===== src/rtl/du_regfile_dump.sv =====
`default_nettype none
// ============================================================================
// Module      : du_regfile_dump
// Description : Debug-unit sequencer. Walks the register file through its
//               debug read port and streams every 32-bit word MSB-first as
//               bytes over a valid/ready interface to the UART transmitter.
// Revision    : 1.0 - initial release
// ============================================================================
module du_regfile_dump #(
  parameter int NUM_REGS = 32,
  parameter int ADDR_W   = 5,
  parameter int DATA_W   = 32
) (
  input  logic              i_clk,
  input  logic              i_reset,
  input  logic              i_start,
  input  logic              i_halted,
  input  logic              i_abort,
  output logic [ADDR_W-1:0] o_du_reg_addr,
  input  logic [DATA_W-1:0] i_du_reg_data,
  output logic [7:0]        o_tx_data,
  output logic              o_tx_valid,
  input  logic              i_tx_ready,
  output logic              o_busy,
  output logic              o_done
);

  typedef enum logic [1:0] {
    ST_IDLE = 2'd0,
    ST_ADDR = 2'd1,
    ST_SEND = 2'd2
  } state_t;

  localparam logic [ADDR_W-1:0] c_last_idx = ADDR_W'(NUM_REGS - 1);

  state_t              r_state;
  state_t              w_state_next;
  logic [ADDR_W-1:0]   r_idx;
  logic [1:0]          r_byte_cnt;
  logic [DATA_W-1:0]   r_shift;
  logic                r_abort;
  logic                r_done;

  logic                w_hs;
  logic                w_last_byte;
  logic                w_abort_req;
  logic                w_done;

  // Handshake and abort qualifiers shared by next-state and datapath logic.
  // An abort seen while a byte is stalled is remembered in r_abort so the
  // byte can still finish before the dump stops.
  assign w_hs        = (r_state == ST_SEND) && i_tx_ready;
  assign w_last_byte = (r_byte_cnt == 2'd3);
  assign w_abort_req = i_abort || r_abort;
  assign w_done      = w_hs && w_last_byte && (r_idx == c_last_idx) && !w_abort_req;

  // Next-state decode.
  always_comb begin
    w_state_next = r_state;
    case (r_state)
      ST_IDLE: begin
        if (i_start && i_halted) begin
          w_state_next = ST_ADDR;
        end
      end
      ST_ADDR: begin
        if (i_abort) begin
          w_state_next = ST_IDLE;
        end else begin
          w_state_next = ST_SEND;
        end
      end
      ST_SEND: begin
        if (w_hs) begin
          if (w_abort_req) begin
            w_state_next = ST_IDLE;
          end else if (w_last_byte) begin
            w_state_next = (r_idx == c_last_idx) ? ST_IDLE : ST_ADDR;
          end
        end
      end
      default: w_state_next = ST_IDLE;
    endcase
  end

  // State register plus index, byte counter, shift register and done pulse.
  always_ff @(posedge i_clk) begin
    if (i_reset) begin
      r_state    <= ST_IDLE;
      r_idx      <= '0;
      r_byte_cnt <= 2'd0;
      r_shift    <= '0;
      r_abort    <= 1'b0;
      r_done     <= 1'b0;
    end else begin
      r_state <= w_state_next;
      r_done  <= w_done;
      case (r_state)
        ST_IDLE: begin
          if (i_start && i_halted) begin
            r_idx   <= '0;
            r_abort <= 1'b0;
          end
        end
        ST_ADDR: begin
          r_shift    <= i_du_reg_data;
          r_byte_cnt <= 2'd0;
          r_abort    <= 1'b0;
        end
        ST_SEND: begin
          if (w_hs) begin
            r_shift    <= r_shift << 8;
            r_byte_cnt <= r_byte_cnt + 2'd1;
            if (w_last_byte && !w_abort_req && (r_idx != c_last_idx)) begin
              r_idx <= r_idx + ADDR_W'(1);
            end
          end else if (i_abort) begin
            r_abort <= 1'b1;
          end
        end
        default: begin
          r_abort <= 1'b0;
        end
      endcase
    end
  end

  // Outputs are decoded from registered state only, so o_tx_valid never
  // depends on i_tx_ready.
  assign o_du_reg_addr = r_idx;
  assign o_tx_valid    = (r_state == ST_SEND);
  assign o_tx_data     = o_tx_valid ? r_shift[DATA_W-1 -: 8] : 8'd0;
  assign o_busy        = (r_state != ST_IDLE);
  assign o_done        = r_done;

endmodule
`default_nettype wire


===== config.mk =====
export PLATFORM = sky130hd
export DESIGN_NAME = du_regfile_dump
export DESIGN_NICKNAME = d
export VERILOG_FILES = /design/src/rtl/du_regfile_dump.sv
export SDC_FILE = /design/constraint.sdc
export NUM_CORES = 1
export LEC_CHECK = 0
export ABC_CLOCK_PERIOD_IN_PS = 1900
export CAP_MARGIN = 10
export CORE_MARGIN = 3
export CORE_UTILIZATION = 50
export CTS_BUF_LIST = sky130_fd_sc_hd__clkbuf_4 sky130_fd_sc_hd__clkbuf_8 sky130_fd_sc_hd__clkbuf_16
export DETAILED_ROUTE_END_ITERATION = 12
export PLACE_DENSITY = 0.83
export SYNTH_ARGS = -nofsm -noshare
export SYNTH_HDL_FRONTEND = slang
export SYNTH_SLANG_ARGS = --single-unit

===== constraint.sdc =====
create_clock -name i_clk -period 1.9 [get_ports i_clk]
set_input_delay 0.57 -clock i_clk [delete_from_list [all_inputs] [get_ports i_clk]]
set_output_delay 0.57 -clock i_clk [all_outputs]
set_load 0.01 [all_outputs]

# Yosys cells after proc, flatten, opt, wreduce, memory -nomap -nowiden
# Index checks and enable logic that the tools add are counted.
# word_totals
out_inout_bits,16
regBits,43
elab_cells,56
inputBits,38
# op_classes
n_addsub,2
muxes,20
eq_ne,11
n_reduce_logical,17
# ops
cell,count
one-hot mux 32 bit (2 select lines),1
2-to-1 mux 32 bit,1
2-to-1 mux 5 bit,3
2-to-1 mux 2 bit,6
one-hot mux 5 bit (2 select lines),1
2-to-1 mux 8 bit,1
logical AND 1 bit,7
"!= test 2 bit, second input constant",3
one-hot mux 2 bit (3 select lines),1
AND reduction 3 bit,2
nonzero test 2 bit,3
"adder 5 x 1 -> 5 bit, second input constant",1
"== test 5 bit, second input constant",1
"!= test 5 bit, second input constant",1
"== test 2 bit, second input constant",2
2-to-1 mux 1 bit,4
"!= test 2 x 1 -> 1 bit, second input constant",2
one-hot mux 2 bit (2 select lines),1
AND reduction 4 bit,1
"!= test 3 x 1 -> 1 bit, second input constant",1
"adder 2 x 1 -> 2 bit, second input constant",1
"== test 2 x 1 -> 1 bit, second input constant",1
logical NOT 2 bit,1
one-hot mux 1 bit (2 select lines),1
3 further kinds,3

# Longest topological paths before layout
# logic_depth
word_depth,7
ltp_mapped,6
depth_no_buf,6

# Worst setup path after synthesis
# No wires, ideal clock.
# synth_path
kind,reg-to-reg
from,"register r_idx[0], in the netlist o_du_reg_addr[0]"
to,register r_state[0]
stages_incl_launch_ff,7
required_time_ns,1.830
setup_time_ns,0.070
period_less_slack_ns,1.754
slack_ns,0.146
n_path_buf,0
arrival_time_ns,1.685
path_cell_list,dfxtp_1 > ha_1 > and3_1 > ha_1 > or3_1 > a211o_1 > a21oi_1
# synth_between
elab_chain_len,6
# synth_rtl
item,line,rtl
"start, declared",38,logic [ADDR_W-1:0] r_idx;
"start signal, assigned",115,r_idx <= r_idx + ADDR_W'(1);
== test 5 bit,78,w_state_next = (r_idx == c_last_idx) ? ST_IDLE : ST_ADDR;
2-to-1 mux 1 bit,78,
2-to-1 mux 2 bit,77,end else if (w_last_byte) begin
2-to-1 mux 2 bit,75,if (w_abort_req) begin
2-to-1 mux 2 bit,74,if (w_hs) begin
one-hot mux 2 bit (3 select lines),60,case (r_state)
"end signal, assigned",96,r_state <= w_state_next;
"end, declared",36,state_t r_state;
# Every way passes these cells. The select of a mux whose other input is x is not followed.
# A chain may end at the register's enable or synchronous reset.

# Worst setup path in the final report
# layout_path
from,"register r_idx[1], in the netlist o_du_reg_addr[1]"
to,register r_state[0]
# The elaborated chain is that of the path after synthesis.

==> impl_metrics.env <==
export IMPL_hpwl_um=3860
export IMPL_core_area_um2=4470
export IMPL_via_per_inst=5.72
export IMPL_yosys_warnings=0
export IMPL_crit_end="r_state[0]"
export IMPL_tritoncts_num_buffers=5
export IMPL_fillers=346
export IMPL_worstPathCellList="ha_1 > and3_1 > ha_1 > or3_1 > a211o_1 > a21oi_1"
export IMPL_cpMostUsedCell="ha_1"
export IMPL_cp_end_kind="register"
export IMPL_p_seq_frac=0.507
export IMPL_final_min_clock_period_ps=1840
export IMPL_drc=0
export IMPL_syn_area_um2=2390
export IMPL_diodes=0
export IMPL_place_gp_congestion=0.809
export IMPL_dp_cells=366
export IMPL_pwr_share_clk=0.300
export IMPL_nNetsFinal=365
export IMPL_cts_tree="done"
export IMPL_synth_edff_count=0
export IMPL_p_leak_nw=1.16
export IMPL_die_w_um=75.2
export IMPL_critical_path_top_delay_family="simple AND/OR/NAND/NOR gates"
export IMPL_combPwrFrac=0.193
export IMPL_pre_cts_ws_ps=-50.2
export IMPL_ant_nets=0
export IMPL_grt_util_all_layers=0.208
export IMPL_power_density_nw_per_um2=619
export IMPL_timing_worst_setup_path_type="register to register"
export IMPL_synth_cell_type_count=44
export IMPL_max_slew_margin=0.720
export IMPL_synth_ff_type="dfxtp_1"
export IMPL_numPortBuffers=53
export IMPL_cp_num_buf_inv=0
export IMPL_peakVddDrop_mv=0.365
export IMPL_final_util=0.701
export IMPL_first_pass_iters=4
export IMPL_yosysTopAreaCellShare=0.360
export IMPL_design_die_area_um2=5650
export IMPL_clk_latency_ps=300
export IMPL_yosys_area_top_type="dfxtp_1"
export IMPL_r2r_start="o_du_reg_addr[1]"
export IMPL_num_rows=24
export IMPL_rr_endpoint="r_state[0]"
export IMPL_drt_total_wl_um=5630
export IMPL_outcome="finished, final reports clean"
export IMPL_ys_ff_latch=43
export IMPL_r2r_setup_slack_ps=60
export IMPL_worst_slack_ps=64.1
export IMPL_die_height_um=75.2
export IMPL_crit_fanout=5
export IMPL_drv_slew=0
export IMPL_cap_violations=0
export IMPL_cts_buffer_depth=2
export IMPL_drive_gt1_frac=0.255
export IMPL_synth_commonest_cells="56 x nand2_1, 43 x dfxtp_1, 20 x a311oi_2, 16 x nor3_1, 13 x buf_4"
export IMPL_fin_cells=377
export IMPL_worst_slew_pin_slew_ps=414
export IMPL_startpoint="o_du_reg_addr[1]"
export IMPL_setup_worst_path_start_class="register"
export IMPL_p_switching_mw=0.521
export IMPL_sw_frac_of_total=0.268
export IMPL_critPathSlowestCell="or3_1"
export IMPL_fmax_mhz=545
export IMPL_crit_path_max_incr_delay_ps=400
export IMPL_root_buffer="clkbuf_8"
export IMPL_internal_power_mw=1.42
export IMPL_io_pins=54
export IMPL_grt_pass1_wl_um=9080
export IMPL_r2r_cells=6
export IMPL_cts_num_sinks=43
export IMPL_post_route_period_util=0.966
export IMPL_htree_num_levels=2
export IMPL_finalHoldViolations=0
export IMPL_synth_avg_cell_area_um2=9.07
export IMPL_antenna_found_initial=0
export IMPL_grt_setup_unrepaired="false"
export IMPL_hold_class="register to register"
export IMPL_area_growth_pct=31.0
export IMPL_setup_viol=0
export IMPL_seq_area_frac_synth=0.360
export IMPL_synth_area_top_cells="dfxtp_1 36%, a311oi_2 13%, nand2_1 8.8%"
export IMPL_grt_pass1_vias=1975
export IMPL_hold_buffers=0
export IMPL_syn_inst=264
export IMPL_async_flop_share=0
export IMPL_critPathRequiredTime_ps=2130
export IMPL_start_util=0.535
export IMPL_dr_total_vias=2156
export IMPL_clk_pin_slew_worst_paths_ps=80
export IMPL_clock_skew_ps=4.70
export IMPL_drt_iter0_markers=138
export IMPL_synth_nets=305
export IMPL_synth_most_common_cell="nand2_1"
export IMPL_critical_path_depth=6
export IMPL_grt_ovfl_total=0
export IMPL_wl_per_cell_um=14.9
export IMPL_grt_max_degree=25
export IMPL_arrival_ps=2060
==> how the worst min path moves through the flow <==
stage                          start          endpoint  slack, ps  depth (start not counted)
CTS                 o_du_reg_addr[4]  o_du_reg_addr[4]        480                          2
detailed placement  o_du_reg_addr[4]  o_du_reg_addr[4]        470                          2
floorplan                 r_shift[0]        r_shift[0]        450                          2
global placement    o_du_reg_addr[4]  o_du_reg_addr[4]        460                          2
finish              o_du_reg_addr[1]  o_du_reg_addr[1]        470                          2
global route        o_du_reg_addr[1]  o_du_reg_addr[1]        500                          2
==> cells in the final DEF, fill, tap and decap left out, types with 3 or more instances in the layout <==
cell type / count
nor2_1: 9
a311oi_2: 20
buf_12: 3
a2111oi_1: 3
o21ai_1: 4
dfxtp_2: 4
nand2_1: 56
buf_4: 21
and3b_1: 3
a311oi_1: 4
a2111oi_2: 5
ha_1: 3
a21oi_1: 12
nor3_1: 16
clkbuf_8: 5
and2_1: 10
dfxtp_1: 39
nand3_1: 4
nor3_2: 10
clkdlybuf4s15_1: 8
clkdlybuf4s50_1: 41
inv_1: 11
==> repair_timing <==
action	4_1_cts	5_1_grt
resized for setup	16	13
setup buffers	0	3
endpoints found under the setup margin	10	15
==> state kept, by name, indices dropped and copies added, names as in the netlist <==
register       flops
r_shift           32
r_state            2
r_abort            1
r_byte_cnt         2
o_done             1
o_du_reg_addr      5
==> worst min-delay path, cell delays in order, from the launching register on <==
cell and delay [ps]:
dfxtp_2 340, nand2_1 60, o21ai_1 50
==> stage by stage <==
stage | power (mW) | TNS (ps) | cell area [um2] | hold WS (ps)
final | 1.94 | 0 | 3140 | 474
after floorplan | 1.24 | 0 | 2390 | 448
after detailed placement | 1.37 | -239 | 3010 | 468
after global placement | 1.36 | 0 | 3010 | 461
after CTS | 1.95 | 0 | 3100 | 479
after global routing | 2.03 | 0 | 3140 | 499
==> kinds of logic (layout without fill, tap and decap cells) <==
group                    after synthesis  count (layout)  synth area share
AND/OR/NAND/NOR                      123             123             0.274
AO/OA/AOI/OAI                         59              59             0.256
flip-flops                            43              43             0.360
buffers and inverters                 36              97            0.0946
adder cells (fa/ha/maj)                3               3            0.0157
==> cell type report <==
type	instances	area, um2	area share
multi-input combinational	185	1320	0.421
sequential	43	866	0.276
timing repair buffer	77	739	0.236
clock buffer	6	76.3	0.0243
tap	52	65.1	0.0208
inverter	12	57.6	0.0184
clock inverter	2	12.5	0.00399
==> layer usage <==
| metal | wire length, um | vias up | global-route usage |
|---|---|---|---|
| li1 | - | 1073 | - |
| met1 | 2460 | 1025 | 0.272 |
| met2 | 2820 | 50 | 0.339 |
| met3 | 240 | 8 | 0.0387 |
| met4 | 104 | 0 | 0.0854 |
| met5 | 0 | - | 0 |
==> power by group through the flow <==
stage	Combinational, mW	Sequential, mW	Clock, mW
after floorplan	0.238	0.997	0
after CTS	0.375	0.983	0.596
after global routing	0.406	0.990	0.630
after global placement	0.359	1.00	0
after detailed placement	0.370	1.00	0
final	0.375	0.984	0.583
Note: power is estimated with default switching activity, not from simulation.
